--- src/rtl/rooth_test_monitor.sv ---
// rooth_test_monitor: snoops register write-back to produce a pass/fail/timeout verdict and run counters
module rooth_test_monitor #(
  parameter int DATA_WIDTH     = 32,
  parameter int TNUM_REG       = 3,
  parameter int DONE_REG       = 26,
  parameter int PASS_REG       = 27,
  parameter int SETTLE_CYCLES  = 1,
  parameter int TIMEOUT_CYCLES = 50000
) (
  input  logic                  clk,
  input  logic                  rst,
  input  logic                  start_i,
  input  logic                  wb_we_i,
  input  logic [4:0]            wb_waddr_i,
  input  logic [DATA_WIDTH-1:0] wb_wdata_i,
  input  logic                  retire_i,
  output logic                  busy_o,
  output logic                  done_o,
  output logic                  pass_o,
  output logic                  timeout_o,
  output logic [DATA_WIDTH-1:0] fail_testnum_o,
  output logic [31:0]           cycle_cnt_o,
  output logic [31:0]           retire_cnt_o
);
  typedef enum logic [2:0] {IDLE, RUN, SETTLE, PASS, FAIL, TIMEOUT} state_t;
  state_t state, state_nx, verdict;
  logic [DATA_WIDTH-1:0] tnum, pass_sh, tnum_nx, pass_nx, fail_tn;
  logic [31:0] settle_cnt, cycle_cnt, retire_cnt;
  logic active, wr_ok, done_trig, settle_end, tmo, start_ok;
  always_comb begin
    active     = state == RUN || state == SETTLE;
    wr_ok      = active && wb_we_i && wb_waddr_i != 5'd0;
    tnum_nx    = wr_ok && wb_waddr_i == 5'(TNUM_REG) ? wb_wdata_i : tnum;
    pass_nx    = wr_ok && wb_waddr_i == 5'(PASS_REG) ? wb_wdata_i : pass_sh;
    done_trig  = state == RUN && wr_ok && wb_waddr_i == 5'(DONE_REG) && wb_wdata_i == DATA_WIDTH'(1);
    settle_end = state == SETTLE && settle_cnt == 32'd0;
    tmo        = active && cycle_cnt == 32'(TIMEOUT_CYCLES - 1);
    start_ok   = !active && start_i;
    verdict    = pass_nx == DATA_WIDTH'(1) ? PASS : FAIL;
    state_nx   = !active ? (start_i ? RUN : state) :
                 done_trig ? SETTLE : settle_end ? verdict : tmo ? TIMEOUT : state;
  end
  always_ff @(posedge clk) begin
    if (rst) begin
      state      <= IDLE;
      tnum       <= '0;
      pass_sh    <= '0;
      fail_tn    <= '0;
      settle_cnt <= '0;
      cycle_cnt  <= '0;
      retire_cnt <= '0;
    end else begin
      state      <= state_nx;
      tnum       <= start_ok ? '0 : tnum_nx;
      pass_sh    <= start_ok ? '0 : pass_nx;
      cycle_cnt  <= start_ok ? '0 : cycle_cnt + 32'(active && cycle_cnt != '1);
      retire_cnt <= start_ok ? '0 : retire_cnt + 32'(active && retire_i && retire_cnt != '1);
      settle_cnt <= done_trig ? 32'(SETTLE_CYCLES - 1) : settle_cnt - 32'(state == SETTLE && settle_cnt != 32'd0);
      fail_tn    <= start_ok ? '0 :
                    active && (state_nx == FAIL || state_nx == TIMEOUT) ? tnum_nx : fail_tn;
    end
  end
  assign busy_o         = state == RUN || state == SETTLE;
  assign done_o         = state == PASS || state == FAIL || state == TIMEOUT;
  assign pass_o         = state == PASS;
  assign timeout_o      = state == TIMEOUT;
  assign fail_testnum_o = fail_tn;
  assign cycle_cnt_o    = cycle_cnt;
  assign retire_cnt_o   = retire_cnt;
endmodule

--- config.mk ---
export PLATFORM = sky130hd
export DESIGN_NAME = rooth_test_monitor
export DESIGN_NICKNAME = d
export VERILOG_FILES = /design/src/rtl/rooth_test_monitor.sv
export SDC_FILE = /design/constraint.sdc
export NUM_CORES = 1
export LEC_CHECK = 0
export BUFFER_PORTS_ARGS = -buffer_cell sky130_fd_sc_hd__buf_4
export CAP_MARGIN = 20
export CORE_MARGIN = 2
export CORE_UTILIZATION = 50
export CTS_CLUSTER_SIZE = 14
export DETAILED_ROUTE_END_ITERATION = 7
export MAX_ROUTING_LAYER = met4
export PLACE_DENSITY = 0.83
export RECOVER_POWER = 100
export SLEW_MARGIN = 20
export SYNTH_ARGS = -nofsm -noshare
export SYNTH_HDL_FRONTEND = slang
export SYNTH_SLANG_ARGS = --single-unit
--- constraint.sdc ---
create_clock -name clk -period 4.6 [get_ports clk]
set_input_delay 0 -clock clk [delete_from_list [all_inputs] [get_ports clk]]
set_output_delay 0 -clock clk [all_outputs]
set_load 0.03 [all_outputs]
==> reports/metrics.yaml <==
level_count_of_the_clock_h_tree: 4
cap_viol_max_count: 3
area_growth_pct: 21.17
gpl.final_weighted_congestion: 0.8698
cts_tree: "done"
setup.worst_path.start_class: "register"
fin_area_mm2: 0.009938
final.period_utilization_pct: 83.16
grt_use_total_pct: 22.70
crit_path_top_delay_cell: "sky130_fd_sc_hd__a21oi_1"
reg2regPathDepth: 7
clock_tree.root_cell: "sky130_fd_sc_hd__clkbuf_16"
cts.reportedPaths.clkPinSlew_ns: 0.07
setup.worst_path.end_class: "register"
clock_insertion_delay_worst_skew_ns: 0.43
final_count_of_pins_violating_max_slew: 155
utilization_pct: 62.34
synth-main-ff-cell: "sky130_fd_sc_hd__dfxtp_1"
routed_wire_length_per_instance_um: 15.62
grt_antenna_before_repair: 0
critical_path.reg2reg.startpoint: "state[1]"
per_instance_average_area_after_synthesis_um2: 9.504
worstReg2RegEnd: "fail_testnum_o[13]"
yosysSeqAreaShare_pct: 47.60
setup_repair_after_global_routing_missed_its_margin: "false"
synth-warning-count: 0
min_delay_worst_endpoint: "retire_cnt_o[0]"
hpwl_um: 13230
criticalPathCategory: "register to register"
timing.final.crit_period_ns: 3.825
syn_area_mm2: 0.008202
ys_seq_elements: 195
drc: 0
nets: 1073
dr.first_iter.drc_count: 472
design_power_total_mw: 3.260
family_with_the_most_delay_on_the_worst_path: "compound AO/OA/AOI/OAI gates"
synth_fp_nets: 911
synth-async-reset-ratio_pct: 0
final_common_cell: "sky130_fd_sc_hd__dfxtp_1"
grt_first_pass_wirelength_um: 31410
failing_checks: "max-capacitance violations, max-slew violations"
row_count: 46
io_buffers: 141
hold_class: "input pin to register"
synth_edf_count: 0
filler_cell_count: 1426
initial_utilization_pct: 51.44
tightestPinTransition_ns: 1.904
viasPerCell: 5.308
outcome: "finished, violations left"
worst_ep_required_time_ns: 4.91
leakage_nw: 3.586
pwr_density_cell_mw_per_mm2: 328.1
placed_cells_incl_taps: 1187
detailed_place.area_mm2: 0.009402
die-area_mm2: 0.01744
largest_net_degree_at_the_start_of_global_routing: 105
final_cells: 1253
layout_common_cells: "sky130_fd_sc_hd__dfxtp_1, sky130_fd_sc_hd__nor2_1, sky130_fd_sc_hd__clkbuf_1"
worst-endpoint-arrival_ns: 4.14
register_area_mm2: 0.003904
worst_slew_margin_rel_pct: -26.93
hold_start: "retire_i"
dieWidth_um: 132.1
finalSetupViolations: 0
synthDistinctLibCells: 47
finalHoldViolations: 0
global_route.overflow_total: 0
clock-skew-final_ns: 0.009752
clock_sink_count: 195
critical-path-max-stage-delay_ns: 1.43
clock_path_buffers: 2
min_delay_path_depth: 4
detail-route-antenna-nets: 0
regToRegSetupSlack_ns: 0.77
drtPass1Iterations: 4
routed_wirelength_um: 19570
post_route_cells_drive_above_1_share_pct: 9.065
antennaDiodeCount: 0
path_buf_inv: 1
cp_max_fo: 18
grt_pass1_vias: 6474
postSynthCellCount: 863
die_height_um: 132.1
io-pin-count: 142
fmax_mhz: 261.4
timing.critical_path.cells: "xnor2_1, or3_1, nor4_1, nor2_1, a21oi_1, buf_16, mux2_1"
timing.setup.tns_ns: 0
fp.coreArea_mm2: 0.01594
peakVddDrop_uv: 351.6
multiInputGateArea_mm2: 0.004096
cts_repair_resize_count: 0
vias: 6651
cts_inserted_buffers: 17
==> per-stage QoR <==
stage / hold WS (ns) / setup slack [ns]
final: 0.01988 / 0.7746
after global routing: 0.03426 / 0.5664
after CTS: 0.01738 / 1.395
after detailed placement: 0.2433 / 1.402
after global placement: 0.2357 / 1.508
after floorplan: 0.06907 / 1.698
==> area by class of cell <==
type	instances	share of cell area, %
Timing Repair Buffer	180	10.95
Sequential cell	195	39.28
Multi-Input combinational cell	626	41.22
Inverter	5	0.1888
Clock buffer	21	4.633
Tap cell	216	2.719
Clock inverter	10	1.007
==> logic make-up (layout without fill, tap and decap cells) <==
family                   Yosys count  after routing  share of synthesized area [%]
adder cells (fa/ha/maj)            6              6                         0.9153
multiplexers                      97             97                          12.34
AO/OA/AOI/OAI                     35             35                          2.609
buffers and inverters             42            216                          2.380
XOR/XNOR                          79             79                          8.436
AND/OR/NAND/NOR                  409            409                          25.72
flip-flops                       195            195                          47.60
==> worst reg2reg max path, delay by kind of cell (launching register included) <==
family	cells	cell delay (ns)
XOR/XNOR	1	0.16
AND/OR/NAND/NOR	3	1.09
AO/OA/AOI/OAI	1	1.43
multiplexers	1	0.35
flip-flops	1	0.44
buffers and inverters	1	0.25
==> synth_stat cells (2+ instances only) <==
cell                       count  area, µm²
sky130_fd_sc_hd__mux2i_1      64      640.6
sky130_fd_sc_hd__xor2_1       39      341.6
sky130_fd_sc_hd__or4_4         2      22.52
sky130_fd_sc_hd__nand3_1      23      115.1
sky130_fd_sc_hd__nor4b_1       3      26.28
sky130_fd_sc_hd__nand4_1      23      143.9
sky130_fd_sc_hd__mux2_1       29      326.6
sky130_fd_sc_hd__nor2b_1       3      18.77
sky130_fd_sc_hd__nor2_1      170      638.1
sky130_fd_sc_hd__nand3b_1      3      22.52
sky130_fd_sc_hd__mux2_2        4      45.04
sky130_fd_sc_hd__nand2_1      35      131.4
sky130_fd_sc_hd__and4_1        9      78.83
sky130_fd_sc_hd__nand2b_1      3      18.77
sky130_fd_sc_hd__nor4_2        3      37.54
sky130_fd_sc_hd__ha_1          6      75.07
sky130_fd_sc_hd__or2_2         3      18.77
sky130_fd_sc_hd__nor3b_1       3      22.52
sky130_fd_sc_hd__inv_1         5      18.77
sky130_fd_sc_hd__buf_2         3      15.01
sky130_fd_sc_hd__o21ai_0      11      55.05
sky130_fd_sc_hd__and2_1       40      250.2
sky130_fd_sc_hd__buf_4         3      22.52
sky130_fd_sc_hd__clkbuf_1     26      97.59
sky130_fd_sc_hd__or3_1        15      93.84
sky130_fd_sc_hd__nor4_1       27      168.9
sky130_fd_sc_hd__dfxtp_1     195       3904
sky130_fd_sc_hd__buf_6         3      33.78
sky130_fd_sc_hd__nor3_1       19      95.09
sky130_fd_sc_hd__and3_1       16      100.1
sky130_fd_sc_hd__a21oi_1      16      80.08
sky130_fd_sc_hd__xnor2_1      40      350.3
sky130_fd_sc_hd__or4_1         3      22.52
sky130_fd_sc_hd__buf_1         2      7.510
sky130_fd_sc_hd__a21o_1        2      15.01
==> per-layer routing <==
metal,GRT usage [%],part of all wire (%)
met4,7.971,2.0
met3,5.229,4.2
met2,37.56,50
met5,-,0
met1,27.17,44
==> power by group <==
part / internal, mW / switching [mW] / leakage, nW
logic: 0.0577 / 0.0845 / 1.75
registers: 1.69 / 0.00353 / 1.57
clock network: 0.777 / 0.646 / 0.263
==> worst max path at each step <==
stage                     from  depth (start not counted)            endpoint  slack, ns
2_1_floorplan  cycle_cnt_o[25]                         13     cycle_cnt_o[28]       1.70
3_3_place_gp     settle_cnt[4]                         11      settle_cnt[18]       1.51
3_5_place_dp     settle_cnt[4]                         11      settle_cnt[18]       1.40
4_1_cts          settle_cnt[4]                         11      settle_cnt[18]       1.40
5_1_grt         settle_cnt[13]                          7  fail_testnum_o[13]       0.57
6_report              state[1]                          7  fail_testnum_o[13]       0.77
==> what timing repair did <==
| action | in CTS | in global routing |
|---|---|---|
| hold buffers | 34 | 0 |
| setup buffers | 0 | 0 |
| endpoints found under the hold margin | 78 | 0 |
==> state kept, by name, summed over array words and instances (netlist names) <==
name,count
cycle_cnt_o,32
fail_testnum_o,32
pass_sh,32
retire_cnt_o,32
settle_cnt,32
state,3
tnum,32
No activity file was read; power rests on OpenSTA's default activity.
